[src/rtl/exa_crosb_cfg_arb.sv]
// Round-robin arbiter that serialises N req/ack register requesters onto a single AXI4 master port.
// Single-beat transactions, one outstanding at a time, with a per-state watchdog abort.
module exa_crosb_cfg_arb #(
    parameter int REQ_NUM    = 4,
    parameter int IDX_WIDTH  = 4,
    parameter int ID_WIDTH   = 12,
    parameter int DATA_WIDTH = 128,
    parameter int ADDR_WIDTH = IDX_WIDTH + 4,
    parameter int TIMEOUT    = 255
) (
    input  logic                         ACLK,
    input  logic                         ARESET,
    input  logic [REQ_NUM-1:0]           i_req,
    input  logic [REQ_NUM-1:0]           i_we,
    input  logic [REQ_NUM*IDX_WIDTH-1:0] i_idx,
    input  logic [REQ_NUM*64-1:0]        i_wdata,
    output logic [REQ_NUM-1:0]           o_ack,
    output logic [63:0]                  o_rdata,
    output logic                         o_err,
    output logic [ID_WIDTH-1:0]          M_AXI_AWID,
    output logic [ADDR_WIDTH-1:0]        M_AXI_AWADDR,
    output logic [7:0]                   M_AXI_AWLEN,
    output logic [2:0]                   M_AXI_AWSIZE,
    output logic [1:0]                   M_AXI_AWBURST,
    output logic                         M_AXI_AWVALID,
    input  logic                         M_AXI_AWREADY,
    output logic [DATA_WIDTH-1:0]        M_AXI_WDATA,
    output logic [DATA_WIDTH/8-1:0]      M_AXI_WSTRB,
    output logic                         M_AXI_WLAST,
    output logic                         M_AXI_WVALID,
    input  logic                         M_AXI_WREADY,
    input  logic [ID_WIDTH-1:0]          M_AXI_BID,
    input  logic [1:0]                   M_AXI_BRESP,
    input  logic                         M_AXI_BVALID,
    output logic                         M_AXI_BREADY,
    output logic [ID_WIDTH-1:0]          M_AXI_ARID,
    output logic [ADDR_WIDTH-1:0]        M_AXI_ARADDR,
    output logic [7:0]                   M_AXI_ARLEN,
    output logic [2:0]                   M_AXI_ARSIZE,
    output logic [1:0]                   M_AXI_ARBURST,
    output logic                         M_AXI_ARVALID,
    input  logic                         M_AXI_ARREADY,
    input  logic [ID_WIDTH-1:0]          M_AXI_RID,
    input  logic [DATA_WIDTH-1:0]        M_AXI_RDATA,
    input  logic [1:0]                   M_AXI_RRESP,
    input  logic                         M_AXI_RLAST,
    input  logic                         M_AXI_RVALID,
    output logic                         M_AXI_RREADY
);

    localparam int GW = $clog2(REQ_NUM);
    localparam int CW = $clog2(TIMEOUT + 1);

    typedef enum logic [2:0] {S_IDLE, S_AW, S_W, S_B, S_AR, S_R, S_DONE} state_t;

    state_t                 state_q, state_d;
    logic [GW-1:0]          rr_q, rr_d;
    logic [GW-1:0]          gnt_q, gnt_d;
    logic                   we_q, we_d;
    logic [IDX_WIDTH-1:0]   idx_q, idx_d;
    logic [63:0]            wdata_q, wdata_d;
    logic                   err_q, err_d;
    logic [63:0]            rdata_q, rdata_d;
    logic [CW-1:0]          cnt_q, cnt_d;

    logic                   req_any;
    logic [GW-1:0]          pick;
    logic                   tmo;
    logic                   wait_st;

    // IDs and upper read-data lanes are not needed with a single outstanding transaction.
    logic unused_ok;
    assign unused_ok = ^{M_AXI_BID, M_AXI_RID, M_AXI_RDATA[DATA_WIDTH-1:64]};

    assign req_any = |i_req;
    assign tmo     = (cnt_q == CW'(TIMEOUT));
    assign wait_st = (state_q == S_AW) || (state_q == S_W) || (state_q == S_B) ||
                     (state_q == S_AR) || (state_q == S_R);

    // Search starts one past the last grant so the previous winner has lowest priority.
    always_comb begin
        logic [GW:0] slot;
        logic        found;
        pick  = rr_q;
        found = 1'b0;
        slot  = '0;
        for (int i = 1; i <= REQ_NUM; i++) begin
            slot = {1'b0, rr_q} + (GW+1)'(i);
            if (slot >= (GW+1)'(REQ_NUM)) slot = slot - (GW+1)'(REQ_NUM);
            if (!found && i_req[slot[GW-1:0]]) begin
                found = 1'b1;
                pick  = slot[GW-1:0];
            end
        end
    end

    always_ff @(posedge ACLK or posedge ARESET) begin
        if (ARESET) state_q <= S_IDLE;
        else        state_q <= state_d;
    end

    always_comb begin
        state_d = state_q;
        case (state_q)
            S_IDLE: if (req_any) state_d = i_we[pick] ? S_AW : S_AR;
            S_AW:   if (tmo) state_d = S_DONE; else if (M_AXI_AWREADY) state_d = S_W;
            S_W:    if (tmo) state_d = S_DONE; else if (M_AXI_WREADY)  state_d = S_B;
            S_B:    if (tmo || M_AXI_BVALID) state_d = S_DONE;
            S_AR:   if (tmo) state_d = S_DONE; else if (M_AXI_ARREADY) state_d = S_R;
            S_R:    if (tmo || M_AXI_RVALID) state_d = S_DONE;
            S_DONE: state_d = S_IDLE;
            default: state_d = S_IDLE;
        endcase
    end

    // Handshake outputs are masked in the expiry cycle so no transfer can race the abort.
    always_comb begin
        M_AXI_AWVALID = (state_q == S_AW) && !tmo;
        M_AXI_WVALID  = (state_q == S_W)  && !tmo;
        M_AXI_BREADY  = (state_q == S_B)  && !tmo;
        M_AXI_ARVALID = (state_q == S_AR) && !tmo;
        M_AXI_RREADY  = (state_q == S_R)  && !tmo;
        o_ack         = (state_q == S_DONE) ? (REQ_NUM'(1) << gnt_q) : '0;
        o_err         = (state_q == S_DONE) && err_q;
    end

    always_comb begin
        rr_d    = rr_q;
        gnt_d   = gnt_q;
        we_d    = we_q;
        idx_d   = idx_q;
        wdata_d = wdata_q;
        err_d   = err_q;
        rdata_d = rdata_q;
        case (state_q)
            S_IDLE: begin
                if (req_any) begin
                    rr_d    = pick;
                    gnt_d   = pick;
                    we_d    = i_we[pick];
                    idx_d   = i_idx[int'(pick)*IDX_WIDTH +: IDX_WIDTH];
                    wdata_d = i_wdata[int'(pick)*64 +: 64];
                    err_d   = 1'b0;
                end
            end
            S_AW, S_W: if (tmo) err_d = 1'b1;
            S_B: begin
                if (tmo)               err_d = 1'b1;
                else if (M_AXI_BVALID) err_d = (M_AXI_BRESP != 2'b00);
            end
            S_AR: begin
                if (tmo) begin
                    err_d   = 1'b1;
                    rdata_d = '0;
                end
            end
            S_R: begin
                if (tmo) begin
                    err_d   = 1'b1;
                    rdata_d = '0;
                end else if (M_AXI_RVALID) begin
                    rdata_d = M_AXI_RDATA[63:0];
                    err_d   = (M_AXI_RRESP != 2'b00) || !M_AXI_RLAST;
                end
            end
            default: ;
        endcase
        cnt_d = (wait_st && (state_d == state_q)) ? cnt_q + CW'(1) : '0;
    end

    always_ff @(posedge ACLK or posedge ARESET) begin
        if (ARESET) begin
            rr_q    <= GW'(REQ_NUM - 1);
            gnt_q   <= '0;
            we_q    <= 1'b0;
            idx_q   <= '0;
            wdata_q <= '0;
            err_q   <= 1'b0;
            rdata_q <= '0;
            cnt_q   <= '0;
        end else begin
            rr_q    <= rr_d;
            gnt_q   <= gnt_d;
            we_q    <= we_d;
            idx_q   <= idx_d;
            wdata_q <= wdata_d;
            err_q   <= err_d;
            rdata_q <= rdata_d;
            cnt_q   <= cnt_d;
        end
    end

    assign o_rdata       = rdata_q;
    assign M_AXI_AWID    = ID_WIDTH'(gnt_q);
    assign M_AXI_ARID    = ID_WIDTH'(gnt_q);
    assign M_AXI_AWADDR  = ADDR_WIDTH'({idx_q, 4'b0000});
    assign M_AXI_ARADDR  = ADDR_WIDTH'({idx_q, 4'b0000});
    assign M_AXI_WDATA   = DATA_WIDTH'({wdata_q, wdata_q});
    assign M_AXI_WSTRB   = (DATA_WIDTH/8)'(16'h00FF);
    assign M_AXI_WLAST   = 1'b1;
    assign M_AXI_AWLEN   = 8'd0;
    assign M_AXI_AWSIZE  = 3'b100;
    assign M_AXI_AWBURST = 2'b01;
    assign M_AXI_ARLEN   = 8'd0;
    assign M_AXI_ARSIZE  = 3'b100;
    assign M_AXI_ARBURST = 2'b01;

endmodule

[config.mk]
export PLATFORM = sky130hd
export DESIGN_NAME = exa_crosb_cfg_arb
export DESIGN_NICKNAME = d
export VERILOG_FILES = /design/src/rtl/exa_crosb_cfg_arb.sv
export SDC_FILE = /design/constraint.sdc
export NUM_CORES = 1
export LEC_CHECK = 0
export BUFFER_PORTS_ARGS = -buffer_cell sky130_fd_sc_hd__buf_2
export CAP_MARGIN = 25
export CORE_AREA = 4 4 282 284
export DETAILED_ROUTE_END_ITERATION = 16
export DIE_AREA = 0 0 286 288
export GPL_TIMING_DRIVEN = 0
export SKIP_LAST_GASP = 1
export SYNTH_ARGS = -nofsm -noshare
export SYNTH_HDL_FRONTEND = slang
export SYNTH_SLANG_ARGS = --single-unit
export TNS_END_PERCENT = 1
[constraint.sdc]
create_clock -name ACLK -period 4.3 [get_ports ACLK]
set_input_delay 0.43 -clock ACLK [delete_from_list [all_inputs] [get_ports ACLK]]
set_output_delay 0.43 -clock ACLK [all_outputs]
set_load 0.005 [all_outputs]
# Word level (Yosys, flattened, before mapping)
# Index checks and enable logic that the tools add are counted.
[totals]
ff_bits = 148
latch_bits = 0
ramBits = 0
romBits = 0
inputBits = 444
out_inout_bits = 285
n_memories = 0
[classes]
n_addsub = 9
multipliers = 0
div = 0
magnitude_cmp = 9
eq_ne = 13
n_shift = 3
muxes = 45
bitwise_logic = 0
n_reduce_logical = 32
[op_table]
columns = ["cell", "n"]
rows = [
  ["$shiftx 256x9->64", 1],
  ["$mux 64", 3],
  ["$pmux 64 s2", 1],
  ["$mux 3", 10],
  ["$pmux 3 s6", 1],
  ["$mux 2", 8],
  ["$shiftx 16x5->4", 1],
  ["$lt 2x3->1 const B", 5],
  ["$mux 1", 14],
  ["$ge 3x3->1 const B", 4],
  ["$bmux 1 s2", 5],
  ["$logic_and 1x1->1", 10],
  ["$eq 3x3->1 const B", 3],
  ["$add 8x1->8 const B", 1],
  ["$eq 8x8->1 const B", 1],
  ["$mux 8", 1],
  ["$sub 2x1->2 const B", 4],
  ["$logic_or 1x1->1", 7],
  ["$add 2x2->3 const B", 2],
  ["$eq 3x2->1 const B", 2],
  ["$ne 3x3->1 const B", 2],
  ["$reduce_bool 2->1", 3],
  ["$logic_not 1->1", 5],
  ["$reduce_and 5->1", 1],
  ["other kinds (15)", 16],
]

# Longest topological paths before layout
[logic_depth]
word_depth = 23
ltp_mapped = 8
ltp_nobuf = 5

# Worst setup path before layout
# Ideal clock, no wire load.
[synth_path]
kind = "reg-to-reg"
startpoint = "register cnt_q[0]"
endpoint = "register rdata_q[0], in the netlist o_rdata[0]"
setup_ns = 0.121
arrival_time_ns = 2.036
slack_ns = 2.143
path_stages_with_launch = 8
n_path_buf = 2
period_less_slack_ns = 2.157
path_cell_list = "dfrtp_1 -> ha_1 -> nand3_1 -> nor3_1 -> o21bai_1 -> clkbuf_1 -> clkbuf_1 -> a22o_1"
[synth_via]
elab_chain_cells = 3
[synth_lines]
columns = ["element", "line_no", "text"]
rows = [
  ["start, declared", "64", "logic [CW-1:0] cnt_q, cnt_d;"],
  ["start signal, assigned", "189", "cnt_q <= cnt_d;"],
  ["$eq 8x8->1 *", "76", "assign tmo = (cnt_q == CW'(TIMEOUT));"],
  ["$ne 3x3->1 (no source line) (tied with other cells)", "n/a", ""],
  ["$reduce_and 3->1 (no source line) or $pmux 64 s2 (tied branches)", "n/a", ""],
  ["end signal, assigned", "188", "rdata_q <= rdata_d;"],
  ["end, declared", "63", "logic [63:0] rdata_q, rdata_d;"],
]
# Mark *: on every way between the ends. The rest lies on a longest branch, timed or not.
# A chain may end at the register's enable or synchronous reset.

# Worst setup path in the final report
[layout_path]
startpoint = "register rr_q[1]"
endpoint = "register wdata_q[23]"
[layout_via]
elab_chain_cells = 16
[layout_lines]
columns = ["element", "line_no", "text"]
rows = [
  ["start, declared", "57", "logic [GW-1:0] rr_q, rr_d;"],
  ["start signal, assigned", "173", "rr_q <= GW'(REQ_NUM - 1);"],
  ["start signal, assigned", "182", "rr_q <= rr_d;"],
  ["$add 2x1->3", "88", "slot = {1'b0, rr_q} + (GW+1)'(i);"],
  ["$ge 3x3->1 or $sub 2x1->2 (tied branches)", "89", "if (slot >= (GW+1)'(REQ_NUM)) slot = slot - (GW+1)'(REQ_NUM);"],
  ["$mux 2", "89", ""],
  ["$bmux 1 s2", "90", "if (!found && i_req[slot[GW-1:0]]) begin"],
  ["$mux 1 (implied by the code)", "90", ""],
  ["$mux 1", "90", ""],
  ["$logic_not 1->1", "90", ""],
  ["$logic_and 1x1->1", "90", ""],
  ["$mux 1", "90", ""],
  ["$logic_not 1->1", "90", ""],
  ["$logic_and 1x1->1", "90", ""],
  ["$mux 1", "90", ""],
  ["$logic_not 1->1", "90", ""],
  ["$logic_and 1x1->1", "90", ""],
  ["$mux 2 *", "90", ""],
  ["$shiftx 256x9->64 *", "142", "wdata_d = i_wdata[int'(pick)*64 +: 64];"],
  ["end signal, assigned", "186", "wdata_q <= wdata_d;"],
  ["end, declared", "61", "logic [63:0] wdata_q, wdata_d;"],
]
# Mark *: on every way between the ends. The rest lies on a longest branch, timed or not. The select of a mux whose other input is x is not followed.

==> summary.md <==
| Metric | Value |
|---|---|
| Post-DP HPWL | approximately 36000 µm |
| WL per Instance | between 15 and 20 µm |
| Clock latency at the later pin of the worst-skew pair | 480 ps |
| CP max FO | 10 |
| Worst-path clk slew | ~80 ps |
| Share of layout cells above drive strength 1 | a little under three fifths |
| Req. time, crit path | around 4600 ps |
| Routability cong. | 0.822 |
| Site Rows | ~100 |
| Finished Layout Cells | approximately 2500 |
| Setup Fix Bufs, Post-CTS | 0 |
| Multi-input logic area | 0.00416 mm² |
| Netlist cell types | between 40 and 50 |
| Sequential share of the synthesized area | between 40 and 50% |
| Gate power share | 55.8% |
| R2R setup slack | between 900 and 1000 ps |
| Max-slew headroom | 33.8% |
| Vias/cell | 3.37 |
| Most frequent cells in the layout | 580 x buf_2, 146 x dfrtp_1, 143 x buf_4 |
| Die width | around 290 µm |
| Synth warnings | 0 |
| Number of buffers created by CTS | 17 |
| Top_reg_cell synth | dfrtp_1 |
| Delay-heaviest family, CP | buffers and inverters |
| Nets | approximately 1900 |
| Switching share of power | between 40% and 50% |
| Via Count | 8500 |
| Worst R2R End | wdata_q[23] |
| Number of max-cap violations | 0 |
| Root Buffer | clkbuf_16 |
| Congestion Overflow GR | 0 |
| Global-route wire length before repair | approximately 59000 µm |
| Arrival time at the worst endpoint | 3720 ps |
| Post-synth design cell area | slightly below 0.009 mm² |
| FF-to-FF Start | rr_q[1] |
| Post-Synthesis Cells | about 800 |
| Worst path depth | 8 |
| DIE HEIGHT | about 290 µm |
| Clock Sinks | 148 |
| Net Switching | 3.96 mW |
| Crit path capture | wdata_q[23] |
| Status | completed |
| Clock Tree Buf Depth | 2 |
| Avg Cell Area, Syn | 11.2 µm² |
| Worst Setup SP | rr_q[1] |
| CTS tree | yes |
| Largest net degree at the start of global routing | 41 |
| Initial antenna violation count | 15 |
| Worst setup SP type | flip-flop |
| Placed insts | 2486 |
| I/O pin cnt | 729 |
| Sequential share of power | between 20% and 30% |
| Number of routed nets with antenna violations | 0 |
| Clock share of power | 16.6% |
| Max incr delay on CP | 730 ps |
| Lkg Pwr | 7.34 nW |
| DR pass1 iterations | 4 |
| Layout area overhead | 58.1% |
| Worst VDD drop | between 0.2 and 0.3 mV |
| Endpoint type of the worst setup path | flip-flop |
| Fmax | 0.294 GHz |
| H-tree levels | 4 |
| Residual DRC | 0 |
| Starting DRT DRC Count | between 200 and 300 |
| Buf/Inv on CP | 4 |
| Register area | ~0.0037 mm² |
| Total GRT Usage | 10.1% |
| Crit-path cells | buf_2 -> nand3b_1 -> a31oi_1 -> buf_2 -> buf_2 -> buf_1 -> mux2i_1 -> o221ai_2 |
| Commonest non-fill, non-tap cell in the layout | buf_2 |
| I/O Buffers | about 570 |
| Cell area after layout | 0.0142 mm² |
| Slew Viols, Final | 0 |
| Slowest CP cell | buf_1 |
| Clk_skew | 20.9 ps |
| Die Footprint | around 0.082 mm² |
| WS Path Type | flip-flop to flip-flop |
| Number of synthesized flops with an enable pin | 0 |
| Register bit total from synthesis | 148 |
| Core area | roughly 0.077 mm² |
| Cell mode on critical path | buf_2 |
| Post_cts resized | 0 |
| FILL cells | 8612 |
| Hold crit path type | input port to flip-flop |
| Pin slew with the least headroom to its limit | approximately 1000 ps |
| Hold_buf cts | 1 |
| Placed cell area | 0.0136 mm² |
| Vias in the first global route | 8624 |
| Overall Power | around 9.4 mW |
| Final hold vios | 0 |
| RSZ-0062 raised after global routing | false |
| Pwr Density | 664 mW/mm² |
| Reg2Reg Depth | 8 |
| Part of the cycle the worst path needs | slightly below 80% |
| Crit path time final | 3400 ps |
| Total Wirelength | between 40000 and 50000 µm |
| Setup violations, final | 0 |
| Asr flop ratio synth | 100% |
| Starting Density | a little under an eighth |
| Power Internal | around 5.4 mW |
[stage by stage]
step,TNS [ps],hold slack [ps],utilization [%],setup WS (ps)
after floorplan,0,448,-,2010
after global placement,-28640,478,17.3,-463
after detailed placement,0,482,17.6,764
after CTS,0,104,18.3,751
after global routing,0,122,18.4,681
final,0,161,18.4,902
[registers in the layout (all words and copies together), names as in the netlist]
name and cells:
o_rdata 64, rr_q 2, err_q 1, idx_q 4, wdata_q 64, state_q 3
cnt_q 8, gnt_q 2
[metal layers]
metal,vias to the layer above,GRT usage [%],part of all wire [%]
li1,4073,-,-
met2,542,16.6,47
met5,-,0,0
met4,0,5.12,3.5
met3,58,2.70,8.9
met1,3827,12.2,41
[cell usage after synthesis (3+ instances only)]
library cell / number / share of area (%)
a21oi_1: 6 / 0.34
a22o_1: 64 / 6.3
buf_1: 5 / 0.21
buf_2: 11 / 0.61
buf_4: 141 / 12
buf_6: 8 / 1.0
clkbuf_1: 33 / 1.4
dfrtp_1: 146 / 41
inv_1: 8 / 0.34
mux2i_1: 140 / 16
nand2_1: 82 / 3.4
nand2b_1: 6 / 0.42
nand3_1: 3 / 0.17
nand3b_1: 3 / 0.25
nor2_1: 16 / 0.67
nor3_1: 7 / 0.39
o221ai_1: 4 / 0.39
o221ai_2: 68 / 11
o31ai_1: 4 / 0.34
xor2_1: 4 / 0.39
[worst min path at each step]
stage,start,end,cells past startpoint
finish,M_AXI_RDATA[24],o_rdata[24],2
global route,M_AXI_RDATA[11],o_rdata[11],2
CTS,M_AXI_RDATA[53],o_rdata[53],2
detailed placement,cnt_q[0],cnt_q[0],1
global placement,cnt_q[0],cnt_q[0],1
floorplan,cnt_q[0],cnt_q[0],1
[area by class of cell]
type	instances	area share, %
multi-input cells	514	29.4
flip-flops and latches	148	26.2
repair buffers	579	21.3
plain buffers	198	9.51
well taps	1040	9.19
clock buffers	18	3.03
clock inverters	14	1.02
inverters	8	0.239
diodes	7	0.124
[power groups by stage]
stage / Clock, mW / Combinational, mW / Sequential [mW]
final: 1.56 / 5.25 / 2.60
after global routing: 1.69 / 5.76 / 2.69
after CTS: 1.64 / 5.40 / 2.61
after detailed placement: 0 / 5.41 / 2.59
after global placement: 0 / 5.27 / 2.62
after floorplan: 0 / 3.14 / 2.51
[cell families after synthesis]
family          Yosys count  share of synthesized area, %
buf+inv                 206                          15.4
simple gates            133                          6.60
mux                     142                          15.9
xor+xnor                  6                         0.587
flops                   148                          41.4
fa+ha+maj                 1                         0.140
other cells               2                        0.0839
compound gates          161                          19.9
Note: power is estimated with default switching activity, not from simulation.
